**src/rtl/tdm_demux_pkg.sv**
```systemverilog
// rtl/tdm_demux_pkg.sv - shared types, slot codes and sizing helper for tdm_demux4
package tdm_demux_pkg;

    typedef enum logic {
        IDLE = 1'b0,
        RUN  = 1'b1
    } state_t;

    localparam logic [1:0] SLOT_A = 2'b00;
    localparam logic [1:0] SLOT_B = 2'b01;
    localparam logic [1:0] SLOT_C = 2'b10;
    localparam logic [1:0] SLOT_D = 2'b11;

    // Beat counter width: ceil(log2(hold)), never less than one bit.
    function automatic int beat_width(input int hold);
        if (hold <= 2) begin
            return 1;
        end
        return $clog2(hold);
    endfunction

endpackage

```
**src/rtl/tdm_slot_counter.sv**
```systemverilog
// rtl/tdm_slot_counter.sv - beat and slot counters that regenerate the {S,T} sweep
module tdm_slot_counter
    import tdm_demux_pkg::*;
#(
    parameter int HOLD = 4
) (
    input  logic       clk,
    input  logic       rst,
    input  logic       advance,
    input  logic       restart,
    output logic [1:0] slot,
    output logic       last_beat,
    output logic       frame_done,
    output logic       at_start
);

    localparam int             BW        = beat_width(HOLD);
    localparam logic [BW-1:0]  LAST_BEAT = BW'(HOLD - 1);

    logic [BW-1:0] r_beat;
    logic [1:0]    r_slot;
    logic [BW-1:0] w_beat;
    logic [1:0]    w_slot;

    // A restart makes the present beat count as beat 0 of slot A.
    assign w_beat     = restart ? '0 : r_beat;
    assign w_slot     = restart ? SLOT_A : r_slot;
    assign last_beat  = advance && (w_beat == LAST_BEAT);
    assign frame_done = last_beat && (w_slot == SLOT_D);
    assign at_start   = (r_beat == '0) && (r_slot == SLOT_A);
    assign slot       = r_slot;

    // Step the beat counter on each accepted beat; roll into the next slot on the last beat.
    always_ff @(posedge clk or posedge rst) begin
        if (rst) begin
            r_beat <= '0;
            r_slot <= SLOT_A;
        end else if (advance) begin
            if (last_beat) begin
                r_beat <= '0;
                r_slot <= w_slot + 2'd1;
            end else begin
                r_beat <= w_beat + 1'b1;
                r_slot <= w_slot;
            end
        end
    end

endmodule

```
**src/rtl/tdm_demux4.sv**
```systemverilog
// rtl/tdm_demux4.sv - four-channel TDM receiver; optional resync checking via TDM_DEMUX4_SYNC_CHECK_EN
module tdm_demux4
    import tdm_demux_pkg::*;
#(
    parameter int WIDTH = 1,
    parameter int HOLD  = 4
) (
    input  logic             clk,
    input  logic             rst,
    input  logic [WIDTH-1:0] din,
    input  logic             din_valid,
    input  logic             sync_i,
    output logic [WIDTH-1:0] ch_a,
    output logic [WIDTH-1:0] ch_b,
    output logic [WIDTH-1:0] ch_c,
    output logic [WIDTH-1:0] ch_d,
    output logic             frame_valid,
    output logic             sel_s,
    output logic             sel_t,
    output logic             locked,
    output logic             sync_err
);

    state_t           r_state;
    logic [WIDTH-1:0] r_cap_a;
    logic [WIDTH-1:0] r_cap_b;
    logic [WIDTH-1:0] r_cap_c;
    logic [WIDTH-1:0] r_ch_a;
    logic [WIDTH-1:0] r_ch_b;
    logic [WIDTH-1:0] r_ch_c;
    logic [WIDTH-1:0] r_ch_d;
    logic             r_frame_valid;

    logic       w_sync_beat;
    logic       w_resync;
    logic       w_restart;
    logic       w_advance;
    logic [1:0] w_slot;
    logic [1:0] w_cur_slot;
    logic       w_last_beat;
    logic       w_frame_done;
    logic       w_at_start;

    assign w_sync_beat = din_valid && sync_i;

`ifdef TDM_DEMUX4_SYNC_CHECK_EN
    // Sync anywhere but the start of slot A means the transmitter and we disagree.
    assign w_resync = w_sync_beat && (r_state == RUN) && !w_at_start;
`else
    assign w_resync = 1'b0;
`endif

    // Restarting on an on-time sync is identical to a normal advance, so it is harmless.
    assign w_restart  = w_sync_beat && ((r_state == IDLE) || w_at_start || w_resync);
    assign w_advance  = din_valid && ((r_state == RUN) || w_restart);
    assign w_cur_slot = w_restart ? SLOT_A : w_slot;

    tdm_slot_counter #(
        .HOLD (HOLD)
    ) u_slot_counter (
        .clk        (clk),
        .rst        (rst),
        .advance    (w_advance),
        .restart    (w_restart),
        .slot       (w_slot),
        .last_beat  (w_last_beat),
        .frame_done (w_frame_done),
        .at_start   (w_at_start)
    );

    // Lock on the first qualified sync; only reset returns to IDLE.
    always_ff @(posedge clk or posedge rst) begin
        if (rst) begin
            r_state <= IDLE;
        end else if (w_restart) begin
            r_state <= RUN;
        end
    end

    // Capture each slot's sample on its last beat; slot D bypasses straight to the outputs.
    always_ff @(posedge clk or posedge rst) begin
        if (rst) begin
            r_cap_a <= '0;
            r_cap_b <= '0;
            r_cap_c <= '0;
        end else begin
            if (w_resync) begin
                r_cap_a <= '0;
                r_cap_b <= '0;
                r_cap_c <= '0;
            end
            if (w_last_beat) begin
                case (w_cur_slot)
                    SLOT_A:  r_cap_a <= din;
                    SLOT_B:  r_cap_b <= din;
                    SLOT_C:  r_cap_c <= din;
                    default: ;
                endcase
            end
        end
    end

    // Publish a complete frame atomically, one cycle after the slot D capture beat.
    always_ff @(posedge clk or posedge rst) begin
        if (rst) begin
            r_ch_a        <= '0;
            r_ch_b        <= '0;
            r_ch_c        <= '0;
            r_ch_d        <= '0;
            r_frame_valid <= 1'b0;
        end else begin
            r_frame_valid <= w_frame_done;
            if (w_frame_done) begin
                r_ch_a <= r_cap_a;
                r_ch_b <= r_cap_b;
                r_ch_c <= r_cap_c;
                r_ch_d <= din;
            end
        end
    end

`ifdef TDM_DEMUX4_SYNC_CHECK_EN
    logic r_sync_err;

    // Flag every resync for one cycle.
    always_ff @(posedge clk or posedge rst) begin
        if (rst) begin
            r_sync_err <= 1'b0;
        end else begin
            r_sync_err <= w_resync;
        end
    end

    assign sync_err = r_sync_err;
`else
    assign sync_err = 1'b0;
`endif

    assign ch_a        = r_ch_a;
    assign ch_b        = r_ch_b;
    assign ch_c        = r_ch_c;
    assign ch_d        = r_ch_d;
    assign frame_valid = r_frame_valid;
    assign sel_s       = w_slot[1];
    assign sel_t       = w_slot[0];
    assign locked      = (r_state == RUN);

endmodule

```
**config.mk**
```make
export PLATFORM = sky130hd
export DESIGN_NAME = tdm_demux4
export DESIGN_NICKNAME = d
export VERILOG_FILES = /design/src/rtl/tdm_demux_pkg.sv /design/src/rtl/tdm_slot_counter.sv /design/src/rtl/tdm_demux4.sv
export SDC_FILE = /design/constraint.sdc
export NUM_CORES = 1
export LEC_CHECK = 0
export ABC_AREA = 1
export ABC_CLOCK_PERIOD_IN_PS = 2200
export CORE_MARGIN = 2
export CORE_UTILIZATION = 45
export DETAILED_ROUTE_END_ITERATION = 7
export GPL_TIMING_DRIVEN = 0
export PLACE_DENSITY = 0.84
export SETUP_SLACK_MARGIN = 0.3
export SYNTH_ARGS = -nofsm -noshare
export SYNTH_HDL_FRONTEND = slang
export SYNTH_SLANG_ARGS = --single-unit
export TNS_END_PERCENT = 100
```
**constraint.sdc**
```tcl
create_clock -name clk -period 2.2 [get_ports clk]
set_input_delay 0.66 -clock clk [delete_from_list [all_inputs] [get_ports clk]]
set_output_delay 0.66 -clock clk [all_outputs]
set_load 0.005 [all_outputs]
```
==> impl_metrics.ini <==
[outcome]
outcome = completed

[detailed_routing]
firstDrtPassIters = 4
drtAntennaViolNets = 0
drt-initial-drc-count = 15
viasPerCell = 4.76
vias = 557
wl_mm = 1.31
wl_per_cell_um = 11.2
drc = 0

[sta]
setup-violations-final = 0
rsz0062_at_grt = yes
period_share_pct = 84.6
timing.hold.ws_ns = 0.478
min_period_ns = 1.86
max_clock_freq_mhz = 537
worst_slew_pin_slew_ns = 0.499
clock_skew_ns = 0.00554
slew-limit-headroom_pct = 66.7
slew_viol_final = 0
hold_viol = 0
worst_slack_ns = 0.338

[global_route]
grt_overflow = 0
grt_max_degree = 14
antenna_found_initial = 0
grt_pass1_vias = 540
grt_pass1_wl_mm = 2.19
grt_usage_pct = 15.9

[setup_path]
required_ns = 1.54
crit_family = buffers and inverters
slowest_delay_ns = 0.52
r2r-start = u_slot_counter.r_beat[0]
crit_buf_inv = 1
regToRegSetupSlack_ns = 0.55
crit_slowest_cell = clkdlybuf4s50_1
reg2reg_depth = 13
cp_cell_sequence = clkdlybuf4s50_1
r2r_end = r_cap_c
crit_type = register to primary output
crit_fanout = 4
startpoint_type = register
cp.arrival_ns = 1.20
end_kind = primary output

[layout]
final_core_util_pct = 66.1
fin_nets = 113
syn_to_final_growth_pct = 32.8
final_cells = 117
antenna_cells = 0
drive_above_1_share_pct = 20.6

[min_path]
hold_path.class = register to register
hold_depth = 2
min_to = ch_c
hold_start = ch_c

[yosys]
synth_area_per_cell_um2 = 8.19
synth-seq-cells = 13
synth_cells = 82
synth_warnings = 0
synth_top_area_cell = dfrtp_1
syn_nets = 92
synth_area_leaders = dfrtp_1 48%, nand2_1 20%, ha_1 9.3%, nand3_1 6.7%, inv_1 5.0%
seq_area_frac_synth_pct = 48.4
synth_cell_types = 14
synth.cell_area_um2 = 672
synth_top_area_share_pct = 48.4

[clocking]
tritoncts = built
htreeDepth = 1
clk_latency_ns = 0.28
cts-root-buf = clkbuf_4
cts_inserted_buffers = 3
clkSlewWorstSetupHoldPaths_ns = 0.09
ctsHoldBuffers = 0
clockBufferDepth = 2
cts.sinks = 13

[power]
ir_drop_mv = 0.515
powerDensity_nw_per_um2 = 1010
p_leak_nw = 0.507

[floorplanning]
die_x_um = 42.6
coreArea_um2 = 1350
dieArea_um2 = 1820
io_pins = 14
fp-row-count = 13
start_util_pct = 49.8
die_y_um = 42.6

[placed_design]
pre_cts_ws_ns = -0.176
dpl.hpwl_um = 862
numPortBuffers = 12
dp_cells = 109
place_congestion = 0.746

[run]
maxCapViolCount = 0
==> kinds of logic (layout without fill, tap and decap cells) <==
logic type               Yosys count  after routing  share of synthesized area, %
flip-flops                        13             13                          48.4
buffers and inverters             11             31                          7.82
adder cells (fa/ha/maj)            5              5                          9.31
AND/OR/NAND/NOR                   49             49                          30.9
other                              1              1                         0.558
AO/OA/AOI/OAI                      3              3                          2.98
==> where the power goes <==
part	internal [W]	leakage (nW)	switching, W	total [W]
Sequential	0.000316	0.165	0.0000517	0.000367
Clock	0.0000704	0.0150	0.0000828	0.000153
Combinational	0.000193	0.327	0.000189	0.000382
Total	0.000579	0.507	0.000323	0.000902
==> cells in the final DEF, fill, tap and decap left out <==
cell	instances
clkdlybuf4s50_1	10
inv_2	2
clkbuf_4	3
inv_1	7
dlymetal6s2s_1	1
ha_1	4
buf_6	1
nand2_1	30
nor2_1	2
clkbuf_1	1
o21ai_0	1
nand2_2	6
ha_2	1
conb_1	1
buf_4	5
a21boi_2	1
dfrtp_1	13
nor2_4	1
o21a_1	1
nand3_1	9
nand2_4	1
dlygate4sd2_1	1
==> how the worst max path moves through the flow <==
stage / from / to / slack (ns) / depth (start not counted)
after global placement: din_valid / r_cap_c / -0.12 / 13
final: u_slot_counter.slot[0] / sel_t / 0.34 / 1
after detailed placement: din_valid / r_cap_c / -0.18 / 13
after global routing: u_slot_counter.slot[0] / sel_t / 0.29 / 1
after floorplan: sync_i / r_cap_c / 0.46 / 12
after CTS: sync_i / r_cap_c / 0.30 / 13
==> timing repair <==
action,in CTS,in global routing
pin swaps,3,2
gates resized for setup,8,6
setup buffers,2,1
gates cloned,1,0
endpoints found under the setup margin,11,12
==> routing by layer <==
layer	vias up	wire length, um	GRT usage (%)
met1	252	604	20.1
met5	-	0	0
met3	5	53	3.88
met4	0	29	7.50
li1	288	-	-
met2	12	623	25.2
==> worst reg2reg max path, cell delays in order, from the launching register on <==
cell     delay, ns
dfrtp_1       0.40
nor2_1        0.06
nand2_1       0.07
nand2_1       0.12
nand2_4       0.12
nand2_2       0.05
inv_1         0.05
ha_2          0.18
inv_2         0.05
nor2_4        0.16
buf_6         0.13
nand2_1       0.05
nand2_1       0.05
nand2_1       0.05
==> registers in the layout, summed over array words and instances (netlist names) <==
name / cells
r_cap_b: 1
ch_d: 1
r_cap_a: 1
ch_a: 1
frame_valid: 1
ch_b: 1
u_slot_counter.r_beat: 2
u_slot_counter.slot: 2
locked: 1
r_cap_c: 1
ch_c: 1
==> stage by stage <==
stage / area [um^2] / power, W / TNS [ns]
finish: 892 / 0.000902 / 0
global route: 892 / 0.000974 / 0
CTS: 866 / 0.000884 / 0
floorplan: 672 / 0.000574 / 0
detailed placement: 811 / 0.000709 / -1.59
global placement: 811 / 0.000692 / -1.01
==> synthesized netlist by cell type <==
library cell / count
nand2_2: 2
dfrtp_1: 13
buf_6: 1
nor2_4: 1
o21a_1: 1
o21ai_0: 1
inv_1: 9
buf_4: 1
nand2_1: 35
ha_1: 5
nor2_1: 2
nand3_1: 9
conb_1: 1
a21boi_0: 1
==> cell type report <==
cell class | count | area [um^2]
Tap cell | 15 | 18.8
Sequential cell | 13 | 325
Clock buffer | 4 | 26.3
Fill cell | 107 | 458
Buffer | 2 | 18.8
Multi-Input combinational cell | 58 | 318
Timing Repair Buffer | 16 | 151
Inverter | 9 | 33.8
(Power assumes the default switching activity.)
